### config.mk
export PLATFORM = sky130hd
export DESIGN_NAME = floo_inject_arbiter
export DESIGN_NICKNAME = d
export VERILOG_FILES = /design/src/rtl/floo_inject_arbiter.sv
export SDC_FILE = /design/constraint.sdc
export NUM_CORES = 1
export LEC_CHECK = 0
export BUFFER_PORTS_ARGS = -buffer_cell sky130_fd_sc_hd__buf_4
export CORE_AREA = 2 2 165 167
export CTS_CLUSTER_DIAMETER = 120
export DETAILED_ROUTE_END_ITERATION = 16
export DIE_AREA = 0 0 167 169
export GPL_ROUTABILITY_DRIVEN = 0
export SYNTH_ARGS = -nofsm -noshare
export SYNTH_HDL_FRONTEND = slang
export SYNTH_SLANG_ARGS = --single-unit
export TNS_END_PERCENT = 5
### constraint.sdc
create_clock -name clk_i -period 3.32 [get_ports clk_i]
set_input_delay 0.332 -clock clk_i [delete_from_list [all_inputs] [get_ports clk_i]]
set_output_delay 0.332 -clock clk_i [all_outputs]
set_load 0.01 [all_outputs]
### src/rtl/floo_inject_arbiter.sv
// Round-robin injection arbiter sharing one FlooNoC router link among NumReq requesters,
// with urgent priority, packet locking and stall freezing. FLOO_INJECT_ARB_PERF_EN adds perf counters.
module floo_inject_arbiter #(
  parameter int unsigned NumReq    = 4,
  parameter int unsigned FlitWidth = 64,
  parameter int unsigned MaxPktLen = 16
) (
  input  logic                          clk_i,
  input  logic                          rst_i,
  input  logic [NumReq-1:0]             valid_i,
  output logic [NumReq-1:0]             ready_o,
  input  logic [NumReq*FlitWidth-1:0]   flit_i,
  input  logic [NumReq-1:0]             last_i,
  input  logic [NumReq-1:0]             urgent_i,
  output logic                          valid_o,
  input  logic                          ready_i,
  output logic [FlitWidth-1:0]          flit_o,
  output logic                          last_o,
  output logic [$clog2(NumReq)-1:0]     gnt_idx_o,
  output logic                          busy_o,
  output logic                          err_o,
  output logic [NumReq*16-1:0]          perf_flits_o,
  output logic [15:0]                   perf_stall_o
);

  localparam int unsigned IdxW = $clog2(NumReq);
  localparam int unsigned CntW = $clog2(MaxPktLen + 1);

  typedef enum logic [1:0] {Idle, Offer, Locked} state_e;

  state_e          state_q, state_d;
  logic [IdxW-1:0] rr_q, rr_d;
  logic [IdxW-1:0] gnt_q, gnt_d;
  logic [CntW-1:0] beat_q, beat_d;
  logic            err_q, err_d;

  logic [NumReq-1:0] cand;
  logic [IdxW-1:0]   pick, eff_gnt;
  logic              pick_vld, granted, hs;
  logic [CntW-1:0]   beat_inc;

  function automatic logic [IdxW-1:0] rr_idx(input logic [IdxW-1:0] base, input int unsigned off);
    int unsigned s;
    s = 32'(base) + off;
    if (s >= NumReq) s = s - NumReq;
    return s[IdxW-1:0];
  endfunction

  function automatic logic [IdxW-1:0] rr_next(input logic [IdxW-1:0] i);
    return (i == IdxW'(NumReq - 1)) ? '0 : i + 1'b1;
  endfunction

  // Urgent requests, when present, fully replace the normal candidate set.
  always_comb begin
    pick     = rr_q;
    pick_vld = 1'b0;
    cand     = (|(valid_i & urgent_i)) ? (valid_i & urgent_i) : valid_i;
    for (int i = 0; i < NumReq; i++) begin
      if (!pick_vld && cand[rr_idx(rr_q, i)]) begin
        pick     = rr_idx(rr_q, i);
        pick_vld = 1'b1;
      end
    end
  end

  always_comb begin
    eff_gnt = (state_q == Idle) ? pick : gnt_q;
    granted = (state_q == Idle) ? pick_vld : 1'b1;
    valid_o = ~rst_i & granted & valid_i[eff_gnt];
    ready_o = '0;
    if (!rst_i && granted) ready_o[eff_gnt] = ready_i;
    flit_o    = flit_i[eff_gnt*FlitWidth +: FlitWidth];
    last_o    = last_i[eff_gnt];
    gnt_idx_o = eff_gnt;
    hs        = valid_o & ready_i;
    busy_o    = (state_q != Idle);
    err_o     = err_q;
  end

  assign beat_inc = (beat_q == '1) ? beat_q : beat_q + 1'b1;

  always_comb begin
    state_d = state_q;
    rr_d    = rr_q;
    gnt_d   = gnt_q;
    beat_d  = beat_q;
    err_d   = err_q;
    unique case (state_q)
      Idle: begin
        if (hs) begin
          if (last_o) begin
            rr_d = rr_next(pick);
          end else begin
            gnt_d   = pick;
            beat_d  = CntW'(1);
            state_d = Locked;
            if (MaxPktLen <= 1) err_d = 1'b1;
          end
        end else if (pick_vld) begin
          gnt_d   = pick;
          state_d = Offer;
        end
      end
      Offer: begin
        if (hs) begin
          if (last_o) begin
            rr_d    = rr_next(gnt_q);
            state_d = Idle;
          end else begin
            beat_d  = CntW'(1);
            state_d = Locked;
            if (MaxPktLen <= 1) err_d = 1'b1;
          end
        end else if (!valid_i[gnt_q]) begin
          // Offer withdrawn: re-arbitrate without advancing the pointer.
          state_d = Idle;
        end
      end
      Locked: begin
        if (hs) begin
          if (last_o) begin
            rr_d    = rr_next(gnt_q);
            beat_d  = '0;
            state_d = Idle;
          end else begin
            beat_d = beat_inc;
            if (beat_inc >= CntW'(MaxPktLen)) err_d = 1'b1;
          end
        end
      end
      default: state_d = Idle;
    endcase
  end

  always_ff @(posedge clk_i) begin
    if (rst_i) begin
      state_q <= Idle;
      rr_q    <= '0;
      gnt_q   <= '0;
      beat_q  <= '0;
      err_q   <= 1'b0;
    end else begin
      state_q <= state_d;
      rr_q    <= rr_d;
      gnt_q   <= gnt_d;
      beat_q  <= beat_d;
      err_q   <= err_d;
    end
  end

`ifdef FLOO_INJECT_ARB_PERF_EN
  logic [NumReq-1:0][15:0] perf_flits_q, perf_flits_d;
  logic [15:0]             perf_stall_q, perf_stall_d;

  always_comb begin
    perf_flits_d = perf_flits_q;
    perf_stall_d = perf_stall_q;
    for (int k = 0; k < NumReq; k++) begin
      if (hs && eff_gnt == IdxW'(k) && perf_flits_q[k] != 16'hFFFF)
        perf_flits_d[k] = perf_flits_q[k] + 16'd1;
    end
    if (valid_o && !ready_i && perf_stall_q != 16'hFFFF)
      perf_stall_d = perf_stall_q + 16'd1;
  end

  always_ff @(posedge clk_i) begin
    if (rst_i) begin
      perf_flits_q <= '0;
      perf_stall_q <= '0;
    end else begin
      perf_flits_q <= perf_flits_d;
      perf_stall_q <= perf_stall_d;
    end
  end

  assign perf_flits_o = perf_flits_q;
  assign perf_stall_o = perf_stall_q;
`else
  assign perf_flits_o = '0;
  assign perf_stall_o = '0;
`endif

endmodule

==> impl_metrics.toml <==
[run_status]
outcome = "finished, final reports clean"

[cts]
clk_latency_ns = 0.24
cts_num_sinks = 12
cts_tree = "built"
cts_made_buffers = 3
ctsRootBufferMaster = "sky130_fd_sc_hd__clkbuf_16"
clk_pin_slew_ns = 0.04
ctsLongestPathBuffers = 2
htree_levels = 1
post_cts_resize_count = 0
cts_hold_buffers = 0

[power]
p_per_area_nw_per_um2 = 757.6
seq_power_share_pct = 4.4
power.total_w = 0.004996
cell_internal_pwr_w = 0.002425
peakVddDrop_mv = 0.3858
power.net_switching_w = 0.002571
swShare_pct = 51.46
clkPwrFrac_pct = 4.4
p_leak_nw = 3.473
power_frac_comb_pct = 91.2

[final_layout]
final.fill_count = 2990
antenna_cells_inserted = 0
syn2layout_area_growth_pct = 74.31
fin_nets = 1266
drive_gt1_share_pct = 38.50

[grt]
grt_overflow_total = 0
grt_usage_pct = 10.81
first_global_vias = 4922
grt_antenna_before_repair = 0
grt_max_degree = 74
grt_pass1_wl_microns = 25820

[setup_path]
crit_path_start = "rr_q[1]$_SDFFE_PP0P_"
rr_startpoint = "rr_q[1]$_SDFFE_PP0P_"
cpMaxStageDelayCell = "sky130_fd_sc_hd__or4_4"
worst_path_largest_cell_delay_ns = 0.44
crit_arrival_ns = 2.82
worst-path-max-fanout = 36
timing.critical_path.to_type = "output port"
crit_path_cell_trace = "inv_1, o211a_1, a311o_1, or4_4, and2_4, buf_4, and3_1, a31oi_1, buf_4"
timing.critical_path.mode_cell = "sky130_fd_sc_hd__buf_4"
timing_worst_setup_path_type = "reg2out"
critPathRequiredTime_ns = 2.99
crit_path_start_kind = "register"

[sta]
final.setup.worst_slack_ns = 0.1679
final-setup-viol-count = 0
final_max_slew_viol_count = 0
achievable-frequency_mhz = 317.2
final_min_period_over_clock_period_pct = 94.94
clock_skew_ns = 0.004516
grt_setup_unrepaired = "false"
final.setup.tns_ns = 0
final_hold_viol_count = 0
period_needed_ns = 3.152

[synth]
ys.warnings.count = 0
syn-cell-area_sq_um = 3784
synth_top_flop_cell = "sky130_fd_sc_hd__dfxtp_1"
post_synth_num_cell_types = 55
synth.yosys.seq_area_share_pct = 6.349
synth-async-reset-ratio_pct = 0
syn-instance-count = 672
cell_types_occupying_the_most_area_after_synthesis = "sky130_fd_sc_hd__nand2_1, sky130_fd_sc_hd__buf_4, sky130_fd_sc_hd__and3_1"
yosysTopAreaCellShare_pct = 26.98
most_common_cell_in_the_netlist = "sky130_fd_sc_hd__nand2_1"
edff_count_synth = 0
post_synth.cell_area_avg_sq_um = 5.630
yosys.area.top_type = "sky130_fd_sc_hd__nand2_1"
ys_ff_latch = 12
yosys-top-cells-count = "sky130_fd_sc_hd__nand2_1, sky130_fd_sc_hd__buf_4, sky130_fd_sc_hd__and3_1, sky130_fd_sc_hd__a31oi_1, sky130_fd_sc_hd__clkbuf_1"

[floorplanning]
die-area_sq_um = 28220
start_util_pct = 14.28
placementRows = 60
design.core.area_sq_um = 26500
die_x_microns = 167
overall_die_height_microns = 169
io_pins = 425

[placed_design]
dp_hpwl_microns = 14040
placement.io_buffers = 344
worst_setup_slack_before_clock_tree_synthesis_ns = 0.2213

[drt]
via_count_of_the_routed_design = 5499
routed_wl_microns = 17420
routed_via_density = 4.141
drtPass1Iterations = 5
drcViolationCount = 0
route.detailed.wl_per_inst_microns = 13.12
ant_nets = 0
detailedRoute.firstIterationViolations = 352

[hold_path]
min_from = "rst_i"
worst_hold_path_type = "in2reg"

[run]
maxcap_viol_count = 0
-- cell type report --
cell class,instances,area [sq um],area share (%)
well taps,341,426.7,6.469
multi-input cells,597,2997,45.44
inverters,13,51.30,0.7778
repair buffers,362,2805,42.53
flip-flops and latches,12,240.2,3.643
clock buffers,3,75.07,1.138
-- critical path, delay by kind of cell (launching register included) --
family / cells / cell delay (ns)
buffers and inverters: 3 / 0.55
AO/OA/AOI/OAI: 3 / 0.75
AND/OR/NAND/NOR: 3 / 0.83
flip-flops: 1 / 0.43
-- kinds of logic after synthesis --
family | after synthesis | synth area share, %
buffers and inverters | 142 | 22.52
adder cells (fa/ha/maj) | 6 | 1.984
AND/OR/NAND/NOR | 384 | 44.51
other | 1 | 0.09911
multiplexers | 7 | 2.546
flip-flops | 12 | 6.349
XOR/XNOR | 1 | 0.2315
AO/OA/AOI/OAI | 119 | 21.76
-- sequential cells by signal (all words and copies together), names as in the netlist --
signal / flops
gnt_q: 2
rr_q: 2
beat_q: 5
state_q: 2
err_o: 1
-- power groups by stage --
stage,Sequential [W],Clock (W),Combinational (W)
floorplan,0.000207,0,0.00259
global placement,0.000219,0,0.00456
detailed placement,0.000220,0,0.00456
CTS,0.000217,0.000222,0.00458
global route,0.000225,0.000230,0.00500
finish,0.000220,0.000218,0.00456
-- cells in the final DEF (no fill, tap or decap), types with 7 or more instances in the layout --
cell type	n
sky130_fd_sc_hd__buf_4	355
sky130_fd_sc_hd__conb_1	80
sky130_fd_sc_hd__a31oi_1	65
sky130_fd_sc_hd__nand4_1	8
sky130_fd_sc_hd__o21ai_0	7
sky130_fd_sc_hd__nand2_1	272
sky130_fd_sc_hd__inv_1	10
sky130_fd_sc_hd__dfxtp_1	12
sky130_fd_sc_hd__buf_12	7
sky130_fd_sc_hd__a21oi_1	10
sky130_fd_sc_hd__nor2_1	17
sky130_fd_sc_hd__and3_1	70
-- timing repair --
item,CTS,global route
setup endpoints to repair,0,4
endpoints found under the hold margin,0,0
buffers inserted,0,3
-- metal layers --
| layer | vias up | routed length (microns) | global-route usage [%] |
|---|---|---|---|
| met2 | 254 | 8962 | 19.88 |
| met4 | 0 | 106 | 1.012 |
| met3 | 11 | 1250 | 1.286 |
| met5 | - | 0 | 0 |
| met1 | 2462 | 7099 | 13.97 |
| li1 | 2772 | - | - |
-- stage by stage --
step / util (%) / cell area, sq um / instances / hold WS, ns
floorplan: - / 4080 / 751 / 0.4695
global placement: 24.52 / 6497 / 1322 / 0.4400
detailed placement: 24.52 / 6497 / 1322 / 0.4413
CTS: 24.80 / 6573 / 1325 / 0.3754
global route: 24.89 / 6595 / 1328 / 0.3804
finish: 24.89 / 6595 / 1328 / 0.3763
-- final timing paths --
kind / depth (start not counted) / endpoint / slack [ns]
setup / recovery: 9 / flit_o[18] / 0.17
hold / removal: 2 / err_o$_SDFFE_PP0P_ / 0.38
setup reg to reg: 11 / beat_q[1]$_SDFFE_PP0P_ / 0.33
hold reg to reg: 2 / err_o$_SDFFE_PP0P_ / 0.46
(Power assumes the default switching activity.)
